$ cat config.mk
export PLATFORM = sky130hd
export DESIGN_NAME = pc_sequencer
export DESIGN_NICKNAME = d
export VERILOG_FILES = /design/src/rtl/pc_sequencer.sv
export SDC_FILE = /design/constraint.sdc
export NUM_CORES = 1
export LEC_CHECK = 0
export BUFFER_PORTS_ARGS = -buffer_cell sky130_fd_sc_hd__buf_4
export CORE_AREA = 2 2 99 101
export DETAILED_ROUTE_END_ITERATION = 12
export DIE_AREA = 0 0 101 103
export GPL_ROUTABILITY_DRIVEN = 0
export GPL_TIMING_DRIVEN = 1
export PLACE_DENSITY = 0.81
export SKIP_CTS_REPAIR_TIMING = 1
export SLEW_MARGIN = 10
export SYNTH_ARGS = -nofsm -noshare
export SYNTH_HDL_FRONTEND = slang
export SYNTH_SLANG_ARGS = --single-unit
$ cat constraint.sdc
create_clock -name clk -period 4.4 [get_ports clk]
set_input_delay 0.88 -clock clk [delete_from_list [all_inputs] [get_ports clk]]
set_output_delay 0.88 -clock clk [all_outputs]
set_load 0.01 [all_outputs]
$ cat src/rtl/pc_sequencer.sv
// Registered program counter: +4 / branch / jump / register-jump redirect,
// stall, wrapping fetch counter. Optional return-address stack: PC_RAS_EN.
`timescale 1ns/1ps
module pc_sequencer #(
  parameter int              WIDTH        = 32,
  parameter logic [WIDTH-1:0] RESET_VECTOR = '0,
  parameter int              CNT_W        = 16,
  parameter int              RAS_DEPTH    = 4
) (
  input  logic             clk,
  input  logic             reset,
  input  logic             stall,
  input  logic             branch_en,
  input  logic [15:0]      branch_imm,
  input  logic             jump_en,
  input  logic [25:0]      jump_index,
  input  logic             jr_en,
  input  logic [WIDTH-1:0] jr_target,
  input  logic             link,
  input  logic             ret,
  output logic [WIDTH-1:0] pc,
  output logic [WIDTH-1:0] pc_plus4,
  output logic [CNT_W-1:0] fetch_count,
  output logic             ras_miss
);

  logic [WIDTH-1:0] br_off;
  logic [WIDTH-1:0] br_pc;
  logic [WIDTH-1:0] j_pc;
  logic [WIDTH-1:0] next_pc;
  logic [WIDTH-1:0] ras_top;
  logic             ras_hit;
  logic             miss_d;

  assign pc_plus4 = pc + WIDTH'(4);
  assign br_off   = {{(WIDTH-18){branch_imm[15]}},
                     branch_imm, 2'b00};
  assign br_pc    = pc_plus4 + br_off;

  generate
    if (WIDTH > 28) begin : g_jseg
      assign j_pc = {pc_plus4[WIDTH-1:28], jump_index, 2'b00};
    end else begin : g_jflat
      assign j_pc = {jump_index, 2'b00};
    end
  endgenerate

  always_comb begin
    next_pc = pc_plus4;
    if (ras_hit)
      next_pc = ras_top;
    else if (jr_en | ret)
      next_pc = jr_target;
    else if (jump_en)
      next_pc = j_pc;
    else if (branch_en)
      next_pc = br_pc;
  end

  always_ff @(posedge clk) begin
    if (reset) begin
      pc          <= RESET_VECTOR;
      fetch_count <= '0;
      ras_miss    <= 1'b0;
    end else if (stall) begin
      ras_miss    <= 1'b0;
    end else begin
      pc          <= next_pc;
      fetch_count <= fetch_count + CNT_W'(1);
      ras_miss    <= miss_d;
    end
  end

`ifdef PC_RAS_EN
  localparam int PW = $clog2(RAS_DEPTH);
  localparam logic [PW:0] FULL = (PW+1)'(RAS_DEPTH);

  logic [WIDTH-1:0] ras [RAS_DEPTH];
  logic [PW-1:0]    ptr;
  logic [PW-1:0]    ptr_m1;
  logic [PW-1:0]    wr_idx;
  logic [PW:0]      cnt;
  logic             ras_empty;
  logic             do_push;

  assign ptr_m1    = ptr - PW'(1);
  assign ras_empty = (cnt == '0);
  assign ras_top   = ras[ptr_m1];
  assign ras_hit   = ret & ~ras_empty;
  assign miss_d    = ret & ras_empty;
  assign do_push   = link & ~stall & ~reset;
  // pop+push in one cycle rewrites the popped slot in place
  assign wr_idx    = ras_hit ? ptr_m1 : ptr;

  always_ff @(posedge clk) begin
    if (do_push)
      ras[wr_idx] <= pc_plus4;
  end

  always_ff @(posedge clk) begin
    if (reset) begin
      ptr <= '0;
      cnt <= '0;
    end else if (!stall) begin
      if (ras_hit && !link) begin
        ptr <= ptr_m1;
        cnt <= cnt - 1'b1;
      end else if (!ras_hit && link) begin
        ptr <= ptr + PW'(1);
        if (cnt != FULL)
          cnt <= cnt + 1'b1;
      end
    end
  end
`else
  logic unused_link;

  assign ras_top     = '0;
  assign ras_hit     = 1'b0;
  assign miss_d      = 1'b0;
  assign unused_link = link;
`endif

endmodule

Yosys cells after proc, flatten, opt, wreduce, memory -nomap -nowiden
Index checks and enable logic that the tools add are counted.
W data, S select, Z words.
{ "word_totals": {"regBits": 48, "wordCells": 9} }
{ "classes": {"add_sub_neg": 3, "muxes": 3, "bitwise_logic": 1} }
{ "op_table": {"columns": ["operator", "count"], "rows": [
  ["$mux W32", 3],
  ["$add A32 B3 Y32 const B", 1],
  ["$add A32 B32 Y32", 1],
  ["$add A16 B1 Y16 const B", 1],
  ["$or A1 B1 Y1", 1]
]} }

Logic depth before layout (Yosys ltp)
Gate-level depths: netlist (run 1).
{ "depth": {"ltp_word": 5, "mapped_depth": 17} }

Worst setup path after synthesis (run 1)
OpenSTA, ideal clock, no wires.
{ "synth_timing": {"path_kind": "register -> register", "from": "register pc[8]", "to": "register pc[31]", "setup_time_ns": 0.079, "arrival_time_ns": 3.474, "setup_slack_ns": 0.847, "stages_incl_launch_ff": 17, "n_path_buf": 1, "cell_sequence": "dfxtp_1 -> and4_1 -> nand4_4 -> nor2_1 -> nand3_1 -> xnor2_1 -> ha_1 -> clkbuf_1 -> a21oi_1 -> o21ai_0 -> a31oi_1 -> or2_2 -> a31oi_1 -> a31o_2 -> a21o_1 -> a211o_1 -> o211ai_1"} }
{ "synth_via": {"elab_chain_cells": 5} }
{ "synth_rtl": {"columns": ["element", "line", "rtl"], "rows": [
  ["start: declaration", "21", "output logic [WIDTH-1:0] pc,"],
  ["start signal: assignment", "68", "pc <= next_pc;"],
  ["$add A32 B3 Y32", "35", "assign pc_plus4 = pc + WIDTH'(4);"],
  ["net pc_plus4[20]", "22", "output logic [WIDTH-1:0] pc_plus4,"],
  ["$add A32 B32 Y32", "38", "assign br_pc = pc_plus4 + br_off;"],
  ["$mux W32", "56", "else if (branch_en)"],
  ["$mux W32", "54", "else if (jump_en)"],
  ["$mux W32", "52", "else if (jr_en | ret)"]
]} }
The timed path passes the listed nets, and every way through them passes these cells.
A chain may end at the register's enable or synchronous reset.

Worst setup path in the final report (run 1)
{ "layout_timing": {"from": "register pc[8]", "to": "register pc[21]"} }
{ "layout_via": {"elab_chain_cells": 5} }
{ "layout_rtl": {"columns": ["element", "line"], "rows": [
  ["$add A32 B3 Y32 *", "35"],
  ["$add A32 B32 Y32", "38"],
  ["$mux W32 *", "56"],
  ["$mux W32 *", "54"],
  ["$mux W32 *", "52"]
]} }
Mark *: on every way between the ends. The rest lies on a longest branch, timed or not.

==> results of run 1 <==
## where the power goes
part	total (mW)	internal (mW)	leakage [nW]	switching [mW]
clock	0.406	0.229	0.0687	0.176
combinational	0.560	0.259	2.40	0.302
sequential	0.493	0.457	0.394	0.0356
total	1.46	0.945	2.86	0.514
## layer usage
layer  global-route usage [%]  vias to the layer above
li1                         -                     2588
met1                    37.36                     2549
met2                    51.18                      261
met3                    5.492                       53
met4                    13.20                        0
met5                        0                        -
## area by class of cell
class                   count  share of cell area, %
multi-input cells         540                  58.74
repair buffers            163                  20.00
flip-flops and latches     48                  15.70
well taps                 114                  2.331
clock buffers               5                  1.125
clock inverters             3                  1.125
inverters                  16                 0.9814
## critical path, delay by kind of cell (launching register included)
kind	cells	cell delay, ns
flops	1	0.46
fa+ha+maj	1	0.38
compound gates	5	1.21
mux	2	0.23
xor+xnor	2	0.42
simple gates	4	1.10
buf+inv	1	0.06
## placed cells by master (no fill, tap or decap), drive strengths merged, types with 3 or more instances in the layout
master / netlist / routed
mux2i: 9 / 9
nand3: 31 / 31
a21oi: 59 / 59
a21o: 13 / 13
or2: 4 / 4
and3: 17 / 17
a211o: 5 / 5
nor2b: 5 / 5
ha: 38 / 38
xnor2: 34 / 34
buf: 14 / 163
o211ai: 12 / 12
nor4: 5 / 5
inv: 16 / 17
o311ai: 3 / 3
clkbuf: 22 / 5
nor3: 12 / 12
a211oi: 12 / 12
dfxtp: 48 / 48
xor2: 30 / 30
and4: 6 / 6
nand2b: 7 / 7
a31oi: 9 / 9
a221oi: 3 / 3
and2: 4 / 4
nor2: 69 / 69
o21ai: 36 / 36
nand2: 64 / 64
o211a: 4 / 4
nand4: 12 / 12
or3: 6 / 6
## flip-flops by register name (all words and copies together), names as in the netlist
signal       flops
pc              32
fetch_count     16
## metrics by stage
step	cell area, µm²	std cells	power [mW]	hold WS [ns]	utilization [%]
floorplan	4766	640	0.8450	0.5067	-
global placement	5982	881	1.037	0.4829	63.24
detailed placement	5982	881	1.053	0.5044	63.24
CTS	6120	889	1.453	0.5193	64.70
global route	6120	889	1.535	0.5528	64.70
finish	6120	889	1.459	0.5129	64.70
## path summary, 6_finish.rpt
path / from / cells after the start / end
worst max-delay path: pc[8] / 15 / pc[21]
worst min-delay path: pc[0] / 2 / pc[0]
worst max register to register: pc[8] / 15 / pc[21]
worst min register to register: pc[0] / 2 / pc[0]
## cells by family after synthesis
kind of cell | synth area share (%)
AO/OA/AOI/OAI | 24.86
multiplexers | 2.363
other | 0.07869
flip-flops | 20.16
adder cells (fa/ha/maj) | 10.40
buffers and inverters | 4.411
AND/OR/NAND/NOR | 25.96
XOR/XNOR | 11.76
==> tab_implementation.tex, run 1 <==
\begin{tabular}{lr}
\hline
Metric & Value \\
\hline
\multicolumn{2}{l}{\textbf{Run status}} \\
\quad Outcome & finished, final reports clean \\
\multicolumn{2}{l}{\textbf{Timing}} \\
\quad Minimum clock period after layout & a little under 4 ns \\
\quad Final setup violation count & 0 \\
\quad Number of max-slew violations in the final report & 0 \\
\quad Tightest Pin Transition & around 0.90 ns \\
\quad Worst Slack Setup Final & about 0.44 ns \\
\quad Final TNS setup & 0 ns \\
\quad Maximum achievable frequency & around 250 MHz \\
\quad Slew margin rel. & around 40\% \\
\quad Clock tree skew after final layout & 0.01158 ns \\
\quad Setup repair after global routing missed its margin & false \\
\quad Final number of hold-violating endpoints & 0 \\
\quad Final critical-path share of the clock period & between 80\% and 90\% \\
\multicolumn{2}{l}{\textbf{Clock network}} \\
\quad Number of levels in the clock H-tree & 2 \\
\quad Bufs on Longest Clock Path & 2 \\
\quad TritonCTS Buffers & 5 \\
\quad Clk root buf & clkbuf\_8 \\
\quad Source-to-sink clock delay at the later pin of the worst-skew pair & 0.32 ns \\
\quad Number of sinks driven by the clock tree & 48 \\
\quad Clock-pin slew on the worst setup and hold paths & $\sim$0.11 ns \\
\quad Clock tree from TritonCTS & done \\
\multicolumn{2}{l}{\textbf{Power and ir drop}} \\
\quad Leakage dissipation & roughly 2.9 nW \\
\quad Pwr/cell area & between 200 and 250 mW/mm² \\
\quad IR drop worst, VDD & 124.9 µV \\
\multicolumn{2}{l}{\textbf{Synth}} \\
\quad Fraction of synthesized cell area taken by the top area cell type & slightly above 20\% \\
\quad Biggest area contributors in the synthesized netlist & dfxtp\_1 20\%, ha\_1 10\%, xnor2\_1 6.2\% \\
\quad Cell area after technology mapping & 0.004766 mm² \\
\quad Number of synthesized register bits & 48 \\
\quad Sequential fraction of the synthesis area & 20.16\% \\
\quad Synthesized area per cell & 7.447 µm² \\
\quad Top cell type by total area after synthesis & dfxtp\_1 \\
\quad Async set or reset register ratio after synthesis & 0\% \\
\quad Number of instances in the synthesized netlist & 640 \\
\quad Number of synthesis warnings & 0 \\
\quad Most numerous cell in the Yosys netlist & nor2\_1 \\
\quad Top cell types by occurrence after synthesis & 69 x nor2\_1, 64 x nand2\_1, 55 x a21oi\_1, 48 x dfxtp\_1, 38 x ha\_1 \\
\quad Number of synthesized flops with an enable pin & 0 \\
\quad Count of cell types in the netlist & 65 \\
\quad Net Count, Synth & $\sim$760 \\
\quad Commonest register cell after synthesis & dfxtp\_1 \\
\multicolumn{2}{l}{\textbf{Layout}} \\
\quad Number of nets in the layout & 895 \\
\quad Count of fill cells added during filler insertion & approximately 840 \\
\quad Area taken by multi-input logic gates & 0.003595 mm² \\
\quad Antenna fix cells & 0 \\
\quad Share of post-route cells with drive strength above 1 & 25.03\% \\
\quad Register area & 960.9 µm² \\
\quad Area growth syn-to-layout & 28.41\% \\
\multicolumn{2}{l}{\textbf{Worst setup path}} \\
\quad Arrival time of the worst setup path & approximately 4.2 ns \\
\quad Crit path capture type & flip-flop \\
\quad Maximum cell stage delay along the critical path & 0.46 ns \\
\quad Crit-path slowest cell & dfxtp\_1 \\
\quad CP Cell Sequence & and4\_1, nand4\_4, nor2\_1, nand3\_1, xnor2\_1, ha\_1, a21oi\_1, o21ai\_0, a31oi\_1, inv\_1, a31oi\_1, xnor2\_1, mux2\_2, mux2i\_1, a2111oi\_0 \\
\quad Class of the most critical setup path & reg2reg \\
\quad Critical-path maximum fanout & 7 \\
\quad Type of element launching the critical path & flip-flop \\
\quad Flop2flop setup slack & 0.44 ns \\
\quad Critical Path RT & $\sim$4.6 ns \\
\multicolumn{2}{l}{\textbf{Route}} \\
\quad Number of DRC markers in iteration 0 & approximately 260 \\
\quad Wire length the detailed router placed on met1 & 6182 µm \\
\quad Total vias in the final route & about 5.5k \\
\quad Uppermost routed layer & met4 \\
\quad Drt total wl & about 16000 µm \\
\quad Avg WL per Cell & 17.92 µm \\
\quad DRC Markers & 0 \\
\quad Post-route ant nets & 0 \\
\quad Routed vias/inst & approximately 6.1 \\
\quad First-pass iteration count of the detailed router & 5 \\
\quad Detailed route wirelength on metal3 & between 1500 and 2000 µm \\
\quad Total met2 wirelength after detailed routing & roughly 7700 µm \\
\multicolumn{2}{l}{\textbf{Global route}} \\
\quad GR Overflow Total & 0 \\
\quad Wire length of the first global-routing pass & 25050 µm \\
\quad GRT Resource Usage Total & 30.09\% \\
\quad Pin count of the biggest net entering global routing & 56 \\
\quad Number of antenna violations at the first check in global routing & 0 \\
\quad Number of global-route vias before repair & a little over 5k \\
\multicolumn{2}{l}{\textbf{Floorplanning}} \\
\quad Initial core utilization & about 50\% \\
\quad Die X-Extent & 101 µm \\
\quad Floorplan die height & roughly 100 µm \\
\quad Floorplan die area & roughly 0.010 mm² \\
\quad Std cell rows & 36 \\
\quad Core outline area & 0.009459 mm² \\
\quad Top-level port count & $\sim$160 \\
\multicolumn{2}{l}{\textbf{Placement}} \\
\quad Count of buffers from port buffering & between 150 and 200 \\
\quad HPWL reported at the end of detailed placement & roughly 12000 µm \\
\quad Worst setup timing slack at the placement stage & 0.5228 ns \\
\multicolumn{2}{l}{\textbf{Hold path}} \\
\quad Path class of the lowest-slack min-delay path & reg2reg \\
\multicolumn{2}{l}{\textbf{Flow run}} \\
\quad Reported max-cap violation count & 0 \\
\hline
\end{tabular}
(Power assumes the default switching activity.)
==> run 2, diff against run 1 <==
RECOVER_POWER = 50   (was unset)
==> run 2 against run 1 <==
Net effect:
- the run now ends with max-capacitance violations, max-slew violations left
- worst setup slack better by 0.017 ns
- first-iteration DRC count up 5.4%
- sequential share of layout area up 0.50 points
- critical path depth down 1
- highest routed layer unchanged
- critical endpoint is now pc[28]
- largest cell class unchanged
==> tab_implementation.tex, run 2 (synthesis results as in run 1) <==
\begin{tabular}{lr}
\hline
Metric & Value \\
\hline
\multicolumn{2}{l}{\textbf{Timing}} \\
\quad Worst hold slack across all endpoints & 0.5070 ns (-0.005890 ns) \\
\quad Final setup violation count & 0 (unchanged) \\
\quad Tightest Pin Transition & 1.995 ns (+1.092 ns) \\
\quad Final critical-path share of the clock period & 89.59\% (-0.39 points) \\
\quad Slew margin rel. & -33.02\% (-73 points) \\
\quad Final TNS setup & 0 ns (unchanged) \\
\quad Number of max-slew violations in the final report & 36 (+36) \\
\quad Setup repair after global routing missed its margin & false \\
\quad Final number of hold-violating endpoints & 0 (unchanged) \\
\quad Clock tree skew after final layout & 0.01340 ns (+0.001815 ns) \\
\quad Minimum clock period after layout & 3.942 ns (-0.01697 ns) \\
\quad Maximum achievable frequency & 253.7 MHz (+0.43\%) \\
\multicolumn{2}{l}{\textbf{Worst setup path}} \\
\quad R2R cell count & 14 (-1) \\
\quad Class of the most critical setup path & reg2reg \\
\quad Arrival time of the worst setup path & 4.16 ns (about the same) \\
\quad Crit path capture type & flip-flop \\
\quad Critical Path RT & 4.61 ns (about the same) \\
\quad Launching instance or port of the critical path & pc[4] \\
\quad Terminus of the critical flop-to-flop path & pc[28] \\
\quad Worst R2R Start & pc[4] \\
\quad Critical-path maximum fanout & 7 (unchanged) \\
\quad Type of element launching the critical path & flip-flop \\
\quad Flop2flop setup slack & 0.46 ns (+0.02 ns) \\
\multicolumn{2}{l}{\textbf{Layout}} \\
\quad Antenna fix cells & 0 (unchanged) \\
\quad Most common library cell in the layout ignoring fill and taps & buf\_4 \\
\quad Top register by number of flip-flops & pc \\
\quad Area growth syn-to-layout & 24.47\% \\
\quad Flip-flop count of the largest register after layout & 32 (unchanged) \\
\quad Number of standard cells in the final layout excluding fillers & 889 (unchanged) \\
\quad Regs by FF count & pc x32, fetch\_count x16 \\
\quad Post-route standard cell area excluding fillers & 0.005932 mm² (-3.1\%) \\
\quad Most frequent cells in the layout & 112 x buf\_4, 69 x nor2\_1, 64 x nand2\_1 \\
\quad Count of fill cells added during filler insertion & 887 (+6.0\%) \\
\quad Share of post-route cells with drive strength above 1 & 18.45\% (-6.6 points) \\
\quad Number of nets in the layout & 895 (unchanged) \\
\multicolumn{2}{l}{\textbf{Power and ir drop}} \\
\quad Net Sw Power & 513.4 µW (about the same) \\
\quad Internal power summed over all cells & 927.3 µW (-1.9\%) \\
\quad Logic pwr share & 37.6\% (-0.8 points) \\
\quad Sequential share of power & 34.2\% (+0.4 points) \\
\quad Leakage dissipation & 2.652 nW (-7.3\%) \\
\quad Clock share of power & 28.2\% (+0.4 points) \\
\quad Switching part of the total power & 35.64\% (+0.43 points) \\
\quad Final Power & 1.441 mW (-1.2\%) \\
\quad IR drop worst, VDD & 123.6 µV (-1.0\%) \\
\quad Pwr/cell area & 242.9 mW/mm² (+1.9\%) \\
\multicolumn{2}{l}{\textbf{Run status}} \\
\quad Outcome & complete, but fails checks \\
\quad Violations in the final reports & max-capacitance violations, max-slew violations \\
\multicolumn{2}{l}{\textbf{Clock network}} \\
\quad Number of sinks driven by the clock tree & 48 (unchanged) \\
\quad Clock-pin slew on the worst setup and hold paths & 0.11 ns (about the same) \\
\quad Number of levels in the clock H-tree & 2 (unchanged) \\
\quad Bufs on Longest Clock Path & 2 (unchanged) \\
\quad Clock tree from TritonCTS & done \\
\quad Clk root buf & clkbuf\_8 \\
\quad TritonCTS Buffers & 5 (unchanged) \\
\quad Source-to-sink clock delay at the later pin of the worst-skew pair & 0.32 ns (about the same) \\
\multicolumn{2}{l}{\textbf{Floorplanning}} \\
\quad Top-level port count & 163 (unchanged) \\
\quad Std cell rows & 36 (unchanged) \\
\quad Core outline area & 0.009459 mm² (unchanged) \\
\quad Floorplan die height & 103 µm (unchanged) \\
\quad Die X-Extent & 101 µm (unchanged) \\
\quad Floorplan die area & 0.01040 mm² (unchanged) \\
\quad Initial core utilization & 50.38\% (unchanged) \\
\multicolumn{2}{l}{\textbf{Global route}} \\
\quad Number of antenna violations at the first check in global routing & 0 (unchanged) \\
\quad Pin count of the biggest net entering global routing & 56 (unchanged) \\
\quad GRT Resource Usage Total & 30.09\% (unchanged) \\
\quad GR Overflow Total & 0 (unchanged) \\
\quad Number of global-route vias before repair & 5155 (unchanged) \\
\quad Wire length of the first global-routing pass & 25050 µm (unchanged) \\
\multicolumn{2}{l}{\textbf{Route}} \\
\quad Total vias in the final route & 5437 (-0.26\%) \\
\quad Number of DRC markers in iteration 0 & 273 (+5.4\%) \\
\quad Drt total wl & 15890 µm (-0.31\%) \\
\quad First-pass iteration count of the detailed router & 5 (unchanged) \\
\quad Post-route ant nets & 0 (unchanged) \\
\quad Routed vias/inst & 6.116 (-0.26\%) \\
\quad Avg WL per Cell & 17.87 µm (-0.31\%) \\
\quad DRC Markers & 0 (unchanged) \\
\multicolumn{2}{l}{\textbf{Hold path}} \\
\quad Path class of the lowest-slack min-delay path & reg2reg \\
\quad Hold path startpoint & pc[0] \\
\quad Worst Hold Path EP & pc[0] \\
\quad Cell depth of the worst min-delay path & 2 (unchanged) \\
\multicolumn{2}{l}{\textbf{Placement}} \\
\quad HPWL reported at the end of detailed placement & 12020 µm (unchanged) \\
\quad Placed insts & 881 (unchanged) \\
\quad Post-detailed-placement cell area & 0.005982 mm² (unchanged) \\
\quad Count of buffers from port buffering & 160 (unchanged) \\
\multicolumn{2}{l}{\textbf{Flow run}} \\
\quad Reported max-cap violation count & 1 (+1) \\
\hline
\end{tabular}
run 2: changes by cell type in the layout (fill, tap and decap cells not counted), sizes merged:
cell	change
buf	-51
clkbuf	+51
run 2: power by group through the flow:
stage | combinational, mW | clock (mW) | sequential, mW
global route | 0.593 | 0.427 | 0.496
floorplan | 0.341 | 0 | 0.504
finish | 0.542 | 0.406 | 0.492
detailed placement | 0.551 | 0 | 0.502
global placement | 0.537 | 0 | 0.500
CTS | 0.554 | 0.407 | 0.492
run 2: cell type report:
class | count | area [µm²] | share of cell area, %
clock buffers | 5 | 68.82 | 1.160
clock inverters | 3 | 68.82 | 1.160
inverters | 16 | 60.06 | 1.012
multi-input cells | 540 | 3595 | 60.60
flip-flops and latches | 48 | 960.9 | 16.20
well taps | 114 | 142.6 | 2.405
repair buffers | 163 | 1036 | 17.46
run 2: how the worst max path moves through the flow:
stage | endpoint | cells after the start
finish | pc[28] | 14
global route | pc[21] | 14
CTS | pc[28] | 14
detailed placement | pc[28] | 14
global placement | pc[28] | 14
floorplan | pc[31] | 16
run 2: metrics by stage:
step / setup WS, ns / util, %
finish: 0.4579 / 62.71
global route: 0.1667 / 62.71
CTS: 0.4990 / 64.70
detailed placement: 0.5228 / 63.24
global placement: 0.6037 / 63.24
floorplan: 0.8472 / -
run 2: worst max-delay path, stage by stage (launching register included):
cell      delay, ns
dfxtp_1        0.49
and4_1         0.35
nand3_1        0.24
nor2_1         0.33
xor2_1         0.31
ha_1           0.35
nor2_1         0.11
nor2_1         0.09
a211oi_4       0.29
a21oi_2        0.11
o21a_1         0.19
o41a_4         0.37
a21oi_2        0.16
nor4_1         0.06
or3_1          0.38
run 2: per-layer routing:
layer  vias up  share of wire (%)  wire length (µm)  track usage [%]
met3        52                8.2              1310            5.492
met1      2545                 40              6346            37.36
met4         0                3.7               584            13.20
met5         -                  0                 0                0
li1       2582                  -                 -                -
met2       258                 48              7644            51.18
==> run 3, diff against run 2 <==
--- a/config.mk
+++ b/config.mk
@@ -8,8 +8,8 @@
 export BUFFER_PORTS_ARGS = -buffer_cell sky130_fd_sc_hd__buf_4
-export CORE_AREA = 2 2 99 101
+export CORE_AREA = 2 2 104 106
 export DETAILED_ROUTE_END_ITERATION = 12
-export DIE_AREA = 0 0 101 103
+export DIE_AREA = 0 0 106 108
 export GPL_ROUTABILITY_DRIVEN = 0
 export GPL_TIMING_DRIVEN = 1
-export PLACE_DENSITY = 0.81
+export PLACE_DENSITY = 0.77
 export RECOVER_POWER = 50
==> constraint.sdc (replaced) <==
create_clock -name clk -period 3.4 [get_ports clk]
set_input_delay 0 -clock clk [delete_from_list [all_inputs] [get_ports clk]]
set_output_delay 0 -clock clk [all_outputs]
set_load 0.01 [all_outputs]
==> run 3 against run 2 <==
Net effect:
- the run ends with negative setup slack left
- clock skew fell by 0.0034 ns
- combinational power increased by 76%
- count of clock-buffer cells in the layout is the same
- routed wire length rose by 21%
- sequential power increased by 27%
- first-iteration DRC count is 56% higher
- cell count increased by 14%
- clock power is 33% higher
- fmax is 16% higher
- highest routed layer unchanged
- flip-flop and latch count unchanged
==> tab_implementation.tex, run 3 (synthesis results as in run 1) <==
\begin{tabular}{lr}
\hline
Metric & Value \\
\hline
\multicolumn{2}{l}{\textbf{Timing}} \\
\quad Final setup violation count & 2 (+2) \\
\quad Final number of hold-violating endpoints & 0 (unchanged) \\
\quad Final critical-path share of the clock period & 100.3\% (+11 points) \\
\quad Clock tree skew after final layout & 0.01001 ns (-0.003389 ns) \\
\quad Slew margin rel. & 36.40\% (+69 points) \\
\quad Final TNS setup & -0.02310 ns (-0.02310 ns) \\
\quad Minimum clock period after layout & 3.412 ns (-0.5304 ns) \\
\quad Tightest Pin Transition & 0.9529 ns (-1.042 ns) \\
\quad Setup repair after global routing missed its margin & true \\
\quad Number of max-slew violations in the final report & 0 (-100\%) \\
\quad Maximum achievable frequency & 293.1 MHz (+16\%) \\
\quad Worst Slack Setup Final & -0.01175 ns (-0.4696 ns) \\
\multicolumn{2}{l}{\textbf{Clock network}} \\
\quad Clock-pin slew on the worst setup and hold paths & 0.11 ns (about the same) \\
\quad Clock tree from TritonCTS & done \\
\quad Bufs on Longest Clock Path & 2 (unchanged) \\
\quad Number of sinks driven by the clock tree & 48 (unchanged) \\
\quad Number of levels in the clock H-tree & 2 (unchanged) \\
\quad TritonCTS Buffers & 5 (unchanged) \\
\quad Clk root buf & clkbuf\_8 \\
\quad Source-to-sink clock delay at the later pin of the worst-skew pair & 0.32 ns (about the same) \\
\multicolumn{2}{l}{\textbf{Layout}} \\
\quad Area growth syn-to-layout & 52.11\% \\
\quad Count of fill cells added during filler insertion & 813 (-8.3\%) \\
\quad Area taken by multi-input logic gates & 0.004028 mm² (+12\%) \\
\quad Register area & 977.2 µm² (+1.7\%) \\
\quad Finished Core Util & 70.86\% (+8.1 points) \\
\quad Antenna fix cells & 0 (unchanged) \\
\quad Share of post-route cells with drive strength above 1 & 37.41\% (+19 points) \\
\quad Number of nets in the layout & 994 (+11\%) \\
\quad Top register by number of flip-flops & pc \\
\quad Regs by FF count & pc x32, fetch\_count x16 \\
\quad Most frequent cells in the layout & 229 x buf\_4, 64 x nor2\_1, 62 x nand2\_1 \\
\quad Most common library cell in the layout ignoring fill and taps & buf\_4 \\
\quad Flip-flop count of the largest register after layout & 32 (unchanged) \\
\multicolumn{2}{l}{\textbf{Worst setup path}} \\
\quad Maximum cell stage delay along the critical path & 0.35 ns (-0.14 ns) \\
\quad Class of the most critical setup path & reg2reg \\
\quad CP Cell Sequence & and4\_4, nand2\_1, nor2\_4, nand2\_1, xnor2\_1, ha\_1, a21oi\_1, o21ai\_2, a31oi\_1, or2\_2, a31oi\_2, a31o\_2, a21o\_1, a211o\_1, o211ai\_1 \\
\quad Critical Path RT & 3.65 ns (-0.96 ns) \\
\quad Worst R2R Start & pc[7] \\
\quad Critical-path maximum fanout & 6 (-1) \\
\quad Type of element launching the critical path & flip-flop \\
\quad Arrival time of the worst setup path & 3.66 ns (-0.50 ns) \\
\quad Most frequent CP cell & nand2\_1 \\
\quad Crit-path slowest cell & dfxtp\_1 \\
\quad Launching instance or port of the critical path & pc[7] \\
\quad R2R cell count & 15 (+1) \\
\quad Crit path capture type & flip-flop \\
\multicolumn{2}{l}{\textbf{Route}} \\
\quad Total vias in the final route & 6112 (+12\%) \\
\quad Drt total wl & 19290 µm (+21\%) \\
\quad DRC Markers & 0 (unchanged) \\
\quad Total met2 wirelength after detailed routing & 9406 µm (+23\%) \\
\quad Detailed route wirelength on metal3 & 1829 µm (+40\%) \\
\quad First-pass iteration count of the detailed router & 7 (+2) \\
\quad Number of DRC markers in iteration 0 & 426 (+56\%) \\
\quad Uppermost routed layer & met4 \\
\quad Wire length the detailed router placed on met1 & 7257 µm (+14\%) \\
\quad Routed vias/inst & 6.051 (-1.1\%) \\
\quad Post-route ant nets & 0 (unchanged) \\
\quad Avg WL per Cell & 19.10 µm (+6.9\%) \\
\multicolumn{2}{l}{\textbf{Power and ir drop}} \\
\quad Pwr/cell area & 292.0 mW/mm² (+20\%) \\
\quad Leakage dissipation & 3.361 nW (+27\%) \\
\quad IR drop worst, VDD & 281.8 µV (+130\%) \\
\multicolumn{2}{l}{\textbf{Hold path}} \\
\quad Path class of the lowest-slack min-delay path & in2reg \\
\quad Cell depth of the worst min-delay path & 3 (+1) \\
\quad Hold path startpoint & jump\_index[18] \\
\multicolumn{2}{l}{\textbf{Floorplanning}} \\
\quad Core outline area & 0.01023 mm² (+8.2\%) \\
\quad Top-level port count & 163 (unchanged) \\
\quad Initial core utilization & 46.58\% (-3.8 points) \\
\quad Die X-Extent & 106 µm (+5.0\%) \\
\quad Floorplan die height & 108 µm (+4.9\%) \\
\quad Floorplan die area & 0.01145 mm² (+10\%) \\
\quad Std cell rows & 37 (+2.8\%) \\
\multicolumn{2}{l}{\textbf{Global route}} \\
\quad Number of global-route vias before repair & 5743 (+11\%) \\
\quad Wire length of the first global-routing pass & 27610 µm (+10\%) \\
\quad Pin count of the biggest net entering global routing & 56 (unchanged) \\
\quad GRT Resource Usage Total & 29.73\% (-0.35 points) \\
\quad GR Overflow Total & 0 (unchanged) \\
\quad Number of antenna violations at the first check in global routing & 0 (unchanged) \\
\multicolumn{2}{l}{\textbf{Flow run}} \\
\quad Reported max-cap violation count & 0 (-1) \\
\multicolumn{2}{l}{\textbf{Placement}} \\
\quad Count of buffers from port buffering & 160 (unchanged) \\
\quad HPWL reported at the end of detailed placement & 13330 µm (+11\%) \\
\multicolumn{2}{l}{\textbf{Run status}} \\
\quad Outcome & complete, but fails checks \\
\quad Violations in the final reports & negative setup slack \\
\hline
\end{tabular}
-- run 3: cell count changes in the layout (fill, tap and decap cells not counted), moves of 4 or more --
cell	before	now
buf_4	112	229
clkbuf_1	50	28
ha_1	38	27
dfxtp_1	48	39
ha_4	0	9
xnor2_1	34	25
xnor2_2	0	9
dfxtp_2	0	7
nor2_1	69	64
xor2_1	30	25
nor2_4	0	4
nor3_1	10	6
o21ai_0	36	32
xor2_2	0	4
-- run 3: critical path: cells and delay by family (launching register included) --
family                     cells  cell delay, ns
adders and majority gates      1            0.33
and+or+nand+nor                5            0.89
DFF                            1            0.35
xor gates and xnor gates       1            0.24
AOI/OAI and AO/OA              8            1.53
-- run 3: per-layer routing --
metal / global-route usage [%] / up-vias
li1: - / 2779
met1: 36.62 / 2872
met2: 51.57 / 389
met3: 5.063 / 72
met4: 12.41 / 0
met5: 0 / -
-- run 3: cell type report --
cell class | instances | area share, %
clock buffer | 5 | 0.9493
multi-input combinational | 540 | 55.56
sequential | 48 | 13.48
tap | 136 | 2.347
clock inverter | 3 | 0.9493
inverter | 16 | 0.8284
timing repair buffer | 262 | 25.89
-- run 3: report_power, final --
part	switching, mW	internal, mW	leakage, nW
Sequential	0.0319	0.592	0.398
Combinational	0.493	0.459	2.90
Clock	0.244	0.297	0.0687
Total	0.768	1.35	3.36
-- run 3: worst paths after layout --
kind                 end  slack [ns]
setup / recovery  pc[31]       -0.01
hold reg to reg    pc[0]        0.51
hold / removal    pc[20]       0.003
setup reg to reg  pc[31]       -0.01
-- run 3: per-stage QoR --
step                      hold slack (ns)  setup WS [ns]  area [µm²]  instances  power, mW
after floorplan                    0.1405       0.009976        4845        640      1.102
after global placement             0.2442        0.06671        6680        982      1.447
after detailed placement           0.2631       -0.02095        6680        982      1.472
after CTS                        -0.07968       -0.05516        6818        990      1.999
after global routing             0.009285        -0.1165        7249       1010      2.199
final                            0.002830       -0.01175        7249       1010      2.117
